$ cat config.mk
export PLATFORM = sky130hd
export DESIGN_NAME = fetch_stage
export DESIGN_NICKNAME = d
export VERILOG_FILES = /design/src/rtl/fetch_pkg.sv /design/src/rtl/if_id_reg.sv /design/src/rtl/fetch_stage.sv
export SDC_FILE = /design/constraint.sdc
export NUM_CORES = 1
export LEC_CHECK = 0
export ABC_AREA = 1
export CAP_MARGIN = 25
export CORE_MARGIN = 2
export CORE_UTILIZATION = 40
export DETAILED_ROUTE_END_ITERATION = 12
export PLACE_DENSITY = 0.69
export RECOVER_POWER = 25
export SETUP_SLACK_MARGIN = 0.1
export SLEW_MARGIN = 5
export SYNTH_ARGS = -nofsm -noshare
export SYNTH_HDL_FRONTEND = slang
export SYNTH_SLANG_ARGS = --single-unit
$ cat constraint.sdc
create_clock -name clk -period 2.2 [get_ports clk]
set_clock_uncertainty 0.2 [all_clocks]
set_input_delay 0.44 -clock clk [delete_from_list [all_inputs] [get_ports clk]]
set_output_delay 0.44 -clock clk [all_outputs]
set_load 0.01 [all_outputs]
$ cat src/rtl/fetch_pkg.sv
// Shared types and constants for the instruction fetch stage.
// Optional performance counters in fetch_stage are built when FETCH_PERF_CNT_EN is defined.
package fetch_pkg;

  localparam int          IW_DEFAULT       = 16;
  localparam logic [15:0] RESET_PC_DEFAULT = 16'h0000;
  localparam int          PC_INC           = 2;

  typedef enum logic [1:0] {
    ST_REQ  = 2'd0,
    ST_WAIT = 2'd1,
    ST_HOLD = 2'd2,
    ST_DROP = 2'd3
  } fetch_state_e;

endpackage

$ cat src/rtl/if_id_reg.sv
// IF/ID pipeline register with a one-word hold buffer for responses that
// arrive while decode is stalled on a live instruction.
module if_id_reg
  import fetch_pkg::*;
#(
  parameter int IW = IW_DEFAULT
) (
  input  logic          clk,
  input  logic          rst,
  input  logic          stall,
  input  logic          flush,
  input  logic          load_rsp,
  input  logic          load_buf,
  input  logic          cap_rsp,
  input  logic [IW-1:0] rsp_data,
  input  logic [IW-1:0] load_pc,
  input  logic [IW-1:0] load_pc_plus2,
  output logic          load_en,
  output logic          if_valid,
  output logic [IW-1:0] if_instr,
  output logic [IW-1:0] if_pc,
  output logic [IW-1:0] if_pc_plus2
);

  logic          valid_q, valid_d;
  logic [IW-1:0] instr_q, instr_d;
  logic [IW-1:0] pc_q, pc_d;
  logic [IW-1:0] plus2_q, plus2_d;
  logic [IW-1:0] hold_q, hold_d;

  always_comb begin
    load_en = !valid_q || !stall;
    valid_d = valid_q;
    instr_d = instr_q;
    pc_d    = pc_q;
    plus2_d = plus2_q;
    hold_d  = hold_q;
    if (flush) begin
      valid_d = 1'b0;
      hold_d  = '0;
    end else if (load_rsp) begin
      valid_d = 1'b1;
      instr_d = rsp_data;
      pc_d    = load_pc;
      plus2_d = load_pc_plus2;
    end else if (load_buf) begin
      valid_d = 1'b1;
      instr_d = hold_q;
      pc_d    = load_pc;
      plus2_d = load_pc_plus2;
      hold_d  = '0;
    end else begin
      if (cap_rsp) hold_d = rsp_data;
      // Consumed (or already empty) with nothing arriving: the slot goes empty.
      if (load_en) valid_d = 1'b0;
    end
  end

  always_ff @(posedge clk) begin
    if (rst) begin
      valid_q <= 1'b0;
      instr_q <= '0;
      pc_q    <= '0;
      plus2_q <= '0;
      hold_q  <= '0;
    end else begin
      valid_q <= valid_d;
      instr_q <= instr_d;
      pc_q    <= pc_d;
      plus2_q <= plus2_d;
      hold_q  <= hold_d;
    end
  end

  assign if_valid    = valid_q;
  assign if_instr    = instr_q;
  assign if_pc       = pc_q;
  assign if_pc_plus2 = plus2_q;

endmodule

$ cat src/rtl/fetch_stage.sv
// Instruction fetch: request FSM and PC, feeding the IF/ID register.
// Define FETCH_PERF_CNT_EN to add saturating fetch_cnt / redirect_cnt outputs.
module fetch_stage
  import fetch_pkg::*;
#(
  parameter int            IW       = IW_DEFAULT,
  parameter logic [IW-1:0] RESET_PC = IW'(RESET_PC_DEFAULT)
) (
  input  logic          clk,
  input  logic          rst,
  output logic          imem_req,
  output logic [IW-1:0] imem_addr,
  input  logic          imem_rvalid,
  input  logic [IW-1:0] imem_rdata,
  input  logic          redirect_valid,
  input  logic [IW-1:0] redirect_pc,
  input  logic          stall,
  output logic          if_valid,
  output logic [IW-1:0] if_instr,
  output logic [IW-1:0] if_pc,
  output logic [IW-1:0] if_pc_plus2
`ifdef FETCH_PERF_CNT_EN
  ,
  output logic [IW-1:0] fetch_cnt,
  output logic [IW-1:0] redirect_cnt
`endif
);

  fetch_state_e  state_q, state_d;
  logic [IW-1:0] pc_q, pc_d;
  logic          imem_req_q, imem_req_d;
  logic [IW-1:0] imem_addr_q;
  logic [IW-1:0] pc_inc;
  logic          load_en;
  logic          load_rsp;
  logic          load_buf;
  logic          cap_rsp;

  assign pc_inc = pc_q + IW'(PC_INC);

  always_comb begin
    state_d  = state_q;
    pc_d     = pc_q;
    load_rsp = 1'b0;
    load_buf = 1'b0;
    cap_rsp  = 1'b0;
    case (state_q)
      // A response seen here belongs to a request abandoned by reset.
      ST_REQ: state_d = redirect_valid ? ST_DROP : ST_WAIT;
      ST_WAIT: begin
        if (redirect_valid) begin
          state_d = imem_rvalid ? ST_REQ : ST_DROP;
        end else if (imem_rvalid) begin
          if (load_en) begin
            load_rsp = 1'b1;
            pc_d     = pc_inc;
            state_d  = ST_REQ;
          end else begin
            cap_rsp = 1'b1;
            state_d = ST_HOLD;
          end
        end
      end
      ST_HOLD: begin
        if (redirect_valid) begin
          state_d = ST_REQ;
        end else if (load_en) begin
          load_buf = 1'b1;
          pc_d     = pc_inc;
          state_d  = ST_REQ;
        end
      end
      ST_DROP: if (imem_rvalid) state_d = ST_REQ;
      default: state_d = ST_REQ;
    endcase
    if (redirect_valid) pc_d = redirect_pc;
    imem_req_d = (state_d == ST_REQ);
  end

  // Request strobe and address are registered off the next-state values.
  always_ff @(posedge clk) begin
    if (rst) begin
      state_q     <= ST_REQ;
      pc_q        <= RESET_PC;
      imem_req_q  <= 1'b1;
      imem_addr_q <= RESET_PC;
    end else begin
      state_q     <= state_d;
      pc_q        <= pc_d;
      imem_req_q  <= imem_req_d;
      imem_addr_q <= pc_d;
    end
  end

  assign imem_req  = imem_req_q;
  assign imem_addr = imem_addr_q;

  if_id_reg #(
    .IW(IW)
  ) u_if_id (
    .clk          (clk),
    .rst          (rst),
    .stall        (stall),
    .flush        (redirect_valid),
    .load_rsp     (load_rsp),
    .load_buf     (load_buf),
    .cap_rsp      (cap_rsp),
    .rsp_data     (imem_rdata),
    .load_pc      (pc_q),
    .load_pc_plus2(pc_inc),
    .load_en      (load_en),
    .if_valid     (if_valid),
    .if_instr     (if_instr),
    .if_pc        (if_pc),
    .if_pc_plus2  (if_pc_plus2)
  );

`ifdef FETCH_PERF_CNT_EN
  logic [IW-1:0] fetch_cnt_q, fetch_cnt_d;
  logic [IW-1:0] redirect_cnt_q, redirect_cnt_d;

  always_comb begin
    fetch_cnt_d    = fetch_cnt_q;
    redirect_cnt_d = redirect_cnt_q;
    if ((load_rsp || load_buf) && (fetch_cnt_q != '1)) fetch_cnt_d = fetch_cnt_q + IW'(1);
    if (redirect_valid && (redirect_cnt_q != '1)) redirect_cnt_d = redirect_cnt_q + IW'(1);
  end

  always_ff @(posedge clk) begin
    if (rst) begin
      fetch_cnt_q    <= '0;
      redirect_cnt_q <= '0;
    end else begin
      fetch_cnt_q    <= fetch_cnt_d;
      redirect_cnt_q <= redirect_cnt_d;
    end
  end

  assign fetch_cnt    = fetch_cnt_q;
  assign redirect_cnt = redirect_cnt_q;
`endif

endmodule

==> results by group <==
Global route
  • Initial antenna violation count: 0
  • Vias in the first global route: between 3,000 and 4,000
  • Overflow after GRT: 0
  • Global-route wire length before repair: between 15,000 and 20,000 um
  • Largest net degree at the start of global routing: 63
  • GR Util All Layers: a little over a fifth

Routing
  • Number of detailed-route iterations in the first pass: 5
  • Vias: 3,769
  • ANT nets after route: 0
  • DR vias/cell: a little over 5
  • First-iteration detailed-routing DRC count: 195
  • Post-Route WL: approximately 11,000 um
  • WL/cell: around 14 um
  • # DRC: 0

Cells and area
  • Fin cells: ~730
  • Core Util, Final: ~58%
  • Layout net count: approximately 650
  • Final Cell Area: 0.00509 mm2
  • Antenna cells: 0
  • Syn-to-layout area delta: 39.9%
  • Ratio of cells with drive above 1 in the final layout: under 10%

Logic synthesis
  • Distinct cell type count after synthesis: 27
  • Post-Synth XOR/XNOR Area: roughly 1.2%
  • Synth Area in Compound Gates: 17.8%
  • Post-Synth Simple-Gate Area: approximately a quarter
  • Top cells by area, synth: dfxtp_1 46%, nand2_1 8.6%, a21oi_1 8.3%
  • Synthesized area: approximately 0.0036 mm2
  • EDFF count, synth: 0
  • Adder-Cell Fraction of Synth Area: less than 1%
  • Synth warnings: 0
  • Mean Syn Cell Area: 7.23 um2
  • Synth Instances: around 500
  • Post-synth top area share: between 40% and 50%
  • Ys flop type: dfxtp_1
  • Most common library cells after synthesis: 83 x dfxtp_1, 83 x nand2_1, 66 x nor2_1, 60 x a21oi_1, 56 x o21ai_0
  • Top cell type by total area after synthesis: dfxtp_1
  • Post-synthesis async set-or-reset flop share: 0%
  • Number of synthesized register bits: between 80 and 90
  • Sequential area share after synthesis: a little under half
  • Syn nets: about 540
  • Proportion of synthesized area in mux cells: 0%
  • Main combinational cell family by area after synthesis: simple AND/OR/NAND/NOR gates

CTS
  • CTS tree: built
  • Clk buf depth: 2
  • Post_cts resized: 0
  • Clock sink count: 83
  • Worst-path clk slew: roughly 80 ps
  • CTS Hold Bufs: 0
  • Postcts setup bufs: 0
  • Clk root buf: clkbuf_8
  • CTS Buf Count: 9
  • H-Tree Level Count: 3
  • Clk Latency, worst-skew pair: ~350 ps

Pwr
  • Reg power frac: between 40 and 50%
  • Max VDD drop: roughly 0.35 mV
  • Switching pwr: slightly above 1 mW
  • Switching share of power: 27.4%
  • Clock power share: about a third
  • Leak pwr: slightly above 2 nW
  • P per Cell Area: 728 mW/mm2
  • Gate power share: 20.0%
  • P_int: approximately 2.7 mW

Placement
  • HPWL Detailed: ~7400 um
  • Number of port buffers: roughly 100
  • Dpl cells: 710
  • Routability-driven placement congestion ratio: between 0.9 and 1
  • Area after DPL: about 0.005 mm2

Floorplan
  • Initial Util: between 40 and 50%
  • I/O pin count: slightly above 100
  • Core area: around 0.0088 mm2
  • Die H: ~100 um
  • DIE WIDTH: just under 100 um
  • Die area: 0.00988 mm2
  • Placement row count: 34

Setup path
  • Buf/Inv on CP: 4
  • R2r endpoint: imem_addr[9]
  • Worst reg-to-reg path cell count: 7
  • Critical Path Source Type: input port
  • WS Path Type: in2reg
  • Top delay family on crit path: buffers and inverters
  • Slowest library cell on the worst path: dlygate4sd3_1
  • WP data required: ~2300 ps
  • Reg2reg start: imem_addr[2]
  • Crit path DAT: around 2100 ps
  • Critical Path Sink Type: register
  • Reg2Reg Setup Slack: roughly 360 ps
  • Critical-path maximum fanout: 9
  • Max incr delay on CP: about 600 ps
  • Worst path cell trace: dlygate4sd3_1, inv_1, nand4_2, nand2_1, clkbuf_1, nand3_1, nand3_1, inv_1

Status
  • Outcome: complete, no violations

Timing
  • Fin crit share: between 90% and 100%
  • Endpoints failing hold: 0
  • Setup TNS: 0 ps
  • Max Freq: around 0.48 GHz
  • Worst Tran Pin Value: ~600 ps
  • Tmin final: ~2100 ps
  • Max-Slew Margin vs Limit: between 60 and 70%
  • Slew Viols, Final: 0
  • Setup repair after global routing missed its margin: false
  • Endpoints failing setup: 0

Worst hold path
  • Hold Crit Start: u_if_id.hold_q[13]
  • Hold path cells: 2
  • Min-delay worst type: reg2reg
  • Hold EP: u_if_id.hold_q[13]

Run
  • Max-Cap Viols: 0
how the worst max path moves through the flow:
stage	slack, ps	cells past startpoint	from	to
after floorplan	540	8	imem_addr[1]	imem_addr[7]
after global placement	100	10	redirect_valid	imem_addr[7]
after detailed placement	70	10	redirect_valid	imem_addr[7]
after CTS	130	1	imem_addr[1]	imem_addr[1]
after global routing	60	9	redirect_valid	imem_addr[6]
final	110	8	redirect_valid	u_if_id.if_pc_plus2[12]
flip-flops by register name (all words and copies together), names as in the netlist:
register	cells
u_if_id.if_pc_plus2	16
u_if_id.if_pc	15
u_if_id.hold_q	16
u_if_id.if_valid	1
u_if_id.if_instr	16
state_q	2
imem_addr	16
imem_req	1
area by class of cell:
class,instances,area (um2)
Fill cell,828,3670
Sequential cell,83,1670
Multi-Input combinational cell,354,1670
Timing Repair Buffer,128,1250
Clock buffer,12,155
Inverter,37,139
Tap cell,108,135
Clock inverter,4,72.6
power groups by stage:
stage | Clock (mW) | Sequential [mW] | Combinational (mW)
finish | 1.26 | 1.71 | 0.740
global route | 1.35 | 1.73 | 0.813
CTS | 1.28 | 1.71 | 0.753
detailed placement | 0 | 1.74 | 0.747
global placement | 0 | 1.74 | 0.740
floorplan | 0 | 1.77 | 0.310
placed cells by master, fill, tap and decap left out, types with 3 or more instances in the layout:
| cell | count |
|---|---|
| clkdlybuf4s50_1 | 101 |
| nand2_1 | 84 |
| dfxtp_1 | 79 |
| nor2_1 | 66 |
| a21oi_1 | 60 |
| o21ai_0 | 58 |
| nand3_1 | 49 |
| inv_1 | 34 |
| buf_4 | 18 |
| clkbuf_8 | 11 |
| nor3_1 | 7 |
| o21ai_1 | 7 |
| xor2_1 | 5 |
| nand4_1 | 4 |
| clkbuf_1 | 4 |
| dfxtp_2 | 4 |
| buf_12 | 4 |
| nand2_2 | 3 |
| inv_2 | 3 |
per-stage QoR:
step	hold WS, ps	worst slack, ps	power, mW
6_report	283	112	3.71
3_3_place_gp	261	104	2.48
3_5_place_dp	267	68.1	2.49
2_1_floorplan	254	536	2.08
5_1_grt	303	56.9	3.89
4_1_cts	281	128	3.74
per-layer routing:
| layer | track usage [%] | share of wire [%] | vias to the layer above |
|---|---|---|---|
| met5 | 0 | 0 | - |
| met4 | 6.01 | 1.1 | 0 |
| met3 | 6.32 | 7.7 | 11 |
| met2 | 36.5 | 47 | 147 |
| met1 | 27.5 | 44 | 1733 |
| li1 | - | - | 1878 |
logic make-up after synthesis:
family | Yosys count
adder cells (fa/ha/maj) | 1
AO/OA/AOI/OAI | 128
buffers and inverters | 66
XOR/XNOR | 5
AND/OR/NAND/NOR | 220
flip-flops | 83
worst reg2reg max path, cell delays in order (launching register included):
cell     delay (ps)
dfxtp_1         430
ha_1            250
nand2_1          80
nor2_1          290
nand2_1         110
xor2_1          220
nand2_1          80
a21oi_1         120
Power figures use the tool's default switching activity.
==> RTL edit 1, RTL diff (same flow settings) <==
Encoding of `fetch_state_e`: now Gray code (2 bits for 4 states).
--- a/src/rtl/fetch_pkg.sv
+++ b/src/rtl/fetch_pkg.sv
@@ -7,10 +7,10 @@
   localparam int          PC_INC           = 2;
 
   typedef enum logic [1:0] {
-    ST_REQ  = 2'd0,
-    ST_WAIT = 2'd1,
-    ST_HOLD = 2'd2,
-    ST_DROP = 2'd3
+    ST_REQ  = 2'b00,
+    ST_WAIT = 2'b01,
+    ST_HOLD = 2'b11,
+    ST_DROP = 2'b10
   } fetch_state_e;
 
 endpackage
Function: no difference found for any inputs over 4 cycles, from zero or initial values and one cycle with rst high; so few cycles prove little.
==> RTL edit 1 against the unedited design <==
- synthesized cell count increased by 5.0%
- fmax increased by 2.9%
- critical endpoint is now imem_addr[12]
- power decreased by 10%
- sequential cell count unchanged
- wire length decreased by 1.9%
- combinational power decreased by 25%
- cell area decreased by 0.25%
- non-clock buffer count decreased by 9
- worst setup slack improved by 0.058 ns
- synthesized area increased by 1.2%
- via count increased by 1.3%
==> RTL edit 1: results (changes against the unedited design) <==
Hold Path Origin u_if_id.hold_q[3]; first-pass GRT wire length 17.2 mm (-1.8%); Hold Slack 0.262 ns (-0.0205 ns); Area contributors post-synth dfxtp_1 (45%), nand2_1 (14%), nor2_1 (8.8%); VDD IR-drop max 0.384 mV (+8.5%); worst slew pin tran 0.622 ns (+0.0258 ns); fin nets 667 (+2.5%); share of layout cells above drive strength 1 0.0741 (-0.0149); gr usage total 0.213 (-0.00544); DRT Wirelength 10.3 mm (-1.9%); outcome finished, final reports clean; RePlAce Congestion 0.857 (-5.0%); 1st-pass router iterations 4 (-1); leakage 2.10 nW (+0.90%); vias post-DR 3817 (+1.3%); vias in the first global route 3569 (-1.7%); sequential-to-total area share from yosys stat 0.451 (-0.00558); met3 Use GR 0.0536 (-0.00963); gr ovfl total 0 (unchanged); r2r endpoint imem_addr[5]; clk_lat worst skew 0.37 ns (+0.02 ns); Worst Setup SP imem_addr[12]; syn nets 566 (+4.6%); Synth top cells by count nand2_1 (133), nor2_1 (86), dfxtp_1 (83); Largest stage delay, worst path 0.58 ns (-0.02 ns); largest net degree at the start of global routing 44 (-30%); CP endpoint imem_addr[12]; number of distinct library cells after synthesis 26 (-3.7%); GR Util met1 0.271 (-0.00424); met2 Usage GRT 0.353 (-0.0125); FF-to-FF path depth 6 (-1); Post-DP HPWL 7.08 mm (-4.8%); CP Max Fanout 6 (-3); DR iter-0 viols 168 (-14%); hold path endpoint u_if_id.hold_q[3]; Critical Path AT 1.39 ns (-0.74 ns); Worst path slowest cell clkdlybuf4s50_1
==> RTL edit 1: cell types whose count changed in the layout (fill, tap and decap cells not counted), moves of 3 or more <==
cell	change
clkbuf_1	-4
nor3_1	-7
nand2_1	+49
nor2_1	+21
nand3_1	-29
a21oi_1	-11
inv_1	-3
a211oi_1	+10
o21ai_0	+4
clkdlybuf4s50_1	-12
buf_4	-8
dlygate4sd3_1	+12
o21ai_1	-6
==> RTL edit 1: final cells by class <==
cell class                      instances  area, um^2
Clock buffer                            9         124
Clock inverter                          7        75.1
Fill cell                             837        3990
Inverter                               33         124
Multi-Input combinational cell        383        1740
Sequential cell                        83        1670
Tap cell                              111         139
Timing Repair Buffer                  119        1210
==> RTL edit 1: logic make-up (layout without fill, tap and decap cells) <==
logic type,Yosys count,in the layout,share of synthesized area
XOR/XNOR,5,5,0.0119
flip-flops,83,83,0.451
buffers and inverters,62,168,0.0740
AO/OA/AOI/OAI,125,125,0.181
adder cells (fa/ha/maj),1,1,0.00340
AND/OR/NAND/NOR,252,252,0.278
==> RTL edit 1: timing repair <==
action / CTS / global route
endpoints found under the setup margin: 1 / 3
hold buffers: 0 / 0
gates resized for setup: 1 / 3
gates cloned: 0 / 0
==> RTL edit 1: worst min-delay path: cells and delay by family (launching register included) <==
family	cells	cell delay, ns
and+or+nand+nor	1	0.06
DFF	1	0.32
AOI/OAI and AO/OA	1	0.05
==> RTL edit 1: through the flow <==
stage | setup WS [ns] | TNS, ns | instance area [um^2] | instances
global route | 0.0659 | 0 | 5080 | 745
floorplan | 0.560 | 0 | 3680 | 528
CTS | 0.120 | 0 | 5080 | 745
global placement | -0.0349 | -0.480 | 4880 | 729
finish | 0.170 | 0 | 5080 | 745
detailed placement | -0.0874 | -1.58 | 4880 | 729
==> RTL edit 1: where the power goes <==
| group | switching, mW | internal (mW) | leakage [nW] |
|---|---|---|---|
| Sequential | 0.0738 | 1.58 | 0.677 |
| Clock | 0.588 | 0.530 | 0.0923 |
| Combinational | 0.277 | 0.275 | 1.33 |
| Total | 0.939 | 2.38 | 2.10 |
==> RTL edit 1: metal layers <==
metal	vias up	wire (um)
li1	1916	-
met1	1752	4510
met2	130	4820
met3	19	809
met4	0	182
met5	-	0
==> RTL edit 2, RTL diff (config.mk and constraints unchanged) <==
Without the edit above. Set the package constant `IW_DEFAULT` to 17 (it was 16).
--- a/src/rtl/fetch_pkg.sv
+++ b/src/rtl/fetch_pkg.sv
@@ -2,7 +2,7 @@
 // Optional performance counters in fetch_stage are built when FETCH_PERF_CNT_EN is defined.
 package fetch_pkg;
 
-  localparam int          IW_DEFAULT       = 16;
+  localparam int          IW_DEFAULT       = 17;
   localparam logic [15:0] RESET_PC_DEFAULT = 16'h0000;
   localparam int          PC_INC           = 2;
 
Interface: changed (6 resized); port bits go from 103 to 109. No check against the original RTL was run, so the function may have changed too.
==> RTL edit 2 against the unedited design <==
- sequential power increased by 5%
- critical path depth decreased by 7
- sequential share of layout area increased by 0.57 points
- fmax increased by 1.1%
- combinational power increased by 1%
- sequential cell count increased by 5
- synthesized area increased by 5.2%
- worst setup slack improved by 0.022 ns
- wire length increased by 5.2%
- synthesized cell count increased by 3.4%
- die area increased by 5.0%
- power decreased by 2.0%
- critical path type is now reg -> out
- cell area increased by 4.2%
- largest power group unchanged
- final cell count increased by 5.1%
==> RTL edit 2: results (changes against the unedited design) <==
CP Class reg -> out; VDD IR-drop max 0.331 mV (-6.5%); Synth top cells by count dfxtp_1 (88), a21oi_1 (71), nand2_1 (67); Clk pin slew, worst setup/hold paths 0.08 ns (about the same); antenna cells 0 (unchanged); vias in the first global route 3606 (-0.72%); fin nets 670 (+2.9%); sequential-to-total area share from yosys stat 0.460 (+0.00346); setup slack, reg-to-reg 0.31 ns (-0.05 ns); H-Tree Depth 3 (unchanged); CP Max Fanout 7 (-2); Warnings, synthesis 0 (unchanged); syn nets 560 (+3.5%); Post-DP HPWL 7.84 mm (+5.4%); Post-synth ARST share 0 (unchanged); Sequential Power Share 0.496 (+0.035); CP endpoint imem_addr[9]; leakage 2.07 nW (-0.39%); vias post-DR 3896 (+3.4%); first-pass GRT wire length 17.5 mm (+0.11%); share of layout cells above drive strength 1 0.0820 (-0.00698); largest net degree at the start of global routing 49 (-22%); CTS buffer count 9 (unchanged); sw power 1.03 mW (+1.7%); Area contributors post-synth dfxtp_1 (46%), a21oi_1 (9.3%), nand3_1 (7.6%); outcome finished, final reports clean; number of distinct library cells after synthesis 32 (+19%); Pwr Total 3.63 mW (-2.0%); Comb group 0.749 mW (+1%); fmax 0.484 GHz (+1.1%); 1st-pass router iterations 4 (-1); slew margin rel. 0.678 (+0.0750); gr usage total 0.214 (-0.00387); DR iter-0 viols 183 (-6.2%); Worst Setup SP imem_addr[9]; worst slack, placed -0.0552 ns (-0.123 ns); RePlAce Congestion 0.851 (-5.7%); r2r endpoint u_if_id.if_pc_plus2[11]; Largest stage delay, worst path 0.60 ns (about the same); wire length per cell 14.5 um (about the same); Worst path slowest cell clkdlybuf4s50_1; filler instances 893 (+7.9%); # port buffers 108 (+5.9%); Critical Path AT 1.43 ns (-0.70 ns)
-- RTL edit 2: cell types whose count changed in the layout (fill, tap and decap cells not counted), moves of 5 or more --
cell,before,now
a21oi_1,60,71
nand3_1,49,58
nand2_1,84,67
a31oi_1,0,5
inv_1,34,41
o221ai_1,1,6
o21ai_1,7,2
clkdlybuf4s50_1,101,106
nor3_1,7,1
dfxtp_1,79,84
-- RTL edit 2: tightest hold or removal path, stage by stage (launching register included) --
cell and delay [ns]:
dfxtp_1 0.32, nand2_1 0.06, a31oi_1 0.06
-- RTL edit 2: kinds of logic after synthesis --
| kind of cell | after synthesis | synth area share |
|---|---|---|
| AOI/OAI and AO/OA | 143 | 0.199 |
| buffers and inverters | 78 | 0.0905 |
| and+or+nand+nor | 203 | 0.231 |
| xor gates and xnor gates | 7 | 0.0160 |
| DFF | 88 | 0.460 |
| adders and majority gates | 1 | 0.00327 |
-- RTL edit 2: area by class of cell --
cell class | instances | share of cell area
timing repair buffer | 133 | 0.245
sequential | 88 | 0.333
tap | 129 | 0.0304
multi-input combinational | 354 | 0.325
clock inverter | 5 | 0.0111
inverter | 44 | 0.0311
clock buffer | 10 | 0.0241
-- RTL edit 2: how the worst min path moves through the flow --
stage,from,to,depth (start not counted),slack (ns)
after floorplan,u_if_id.hold_q[0],u_if_id.hold_q[0],2,0.26
after global placement,u_if_id.if_pc[1],u_if_id.if_pc[1],2,0.25
after detailed placement,u_if_id.if_instr[16],u_if_id.if_instr[16],2,0.27
after CTS,u_if_id.if_instr[16],u_if_id.if_instr[16],2,0.28
after global routing,u_if_id.if_pc[1],u_if_id.if_pc[1],2,0.30
final,u_if_id.if_instr[16],u_if_id.if_instr[16],2,0.28
-- RTL edit 2: through the flow --
| stage | setup TNS, ns | area (um^2) | hold slack [ns] | instances |
|---|---|---|---|---|
| after floorplan | 0 | 3830 | 0.257 | 520 |
| after global placement | 0 | 5130 | 0.254 | 748 |
| after detailed placement | -0.224 | 5130 | 0.266 | 748 |
| after CTS | 0 | 5320 | 0.279 | 763 |
| after global routing | 0 | 5300 | 0.296 | 763 |
| final | 0 | 5300 | 0.278 | 763 |
-- RTL edit 2: routing by layer --
| layer | up-vias | GRT usage | wire length [um] |
|---|---|---|---|
| li1 | 1953 | - | - |
| met1 | 1818 | 0.299 | 5150 |
| met2 | 112 | 0.345 | 5220 |
| met3 | 13 | 0.0328 | 541 |
| met4 | 0 | 0.0646 | 154 |
| met5 | - | 0 | 0 |
-- RTL edit 2: what timing repair did --
action | CTS | global route
gates resized for setup | 1 | 4
hold buffers | 0 | 0
endpoints found under the setup margin | 1 | 8
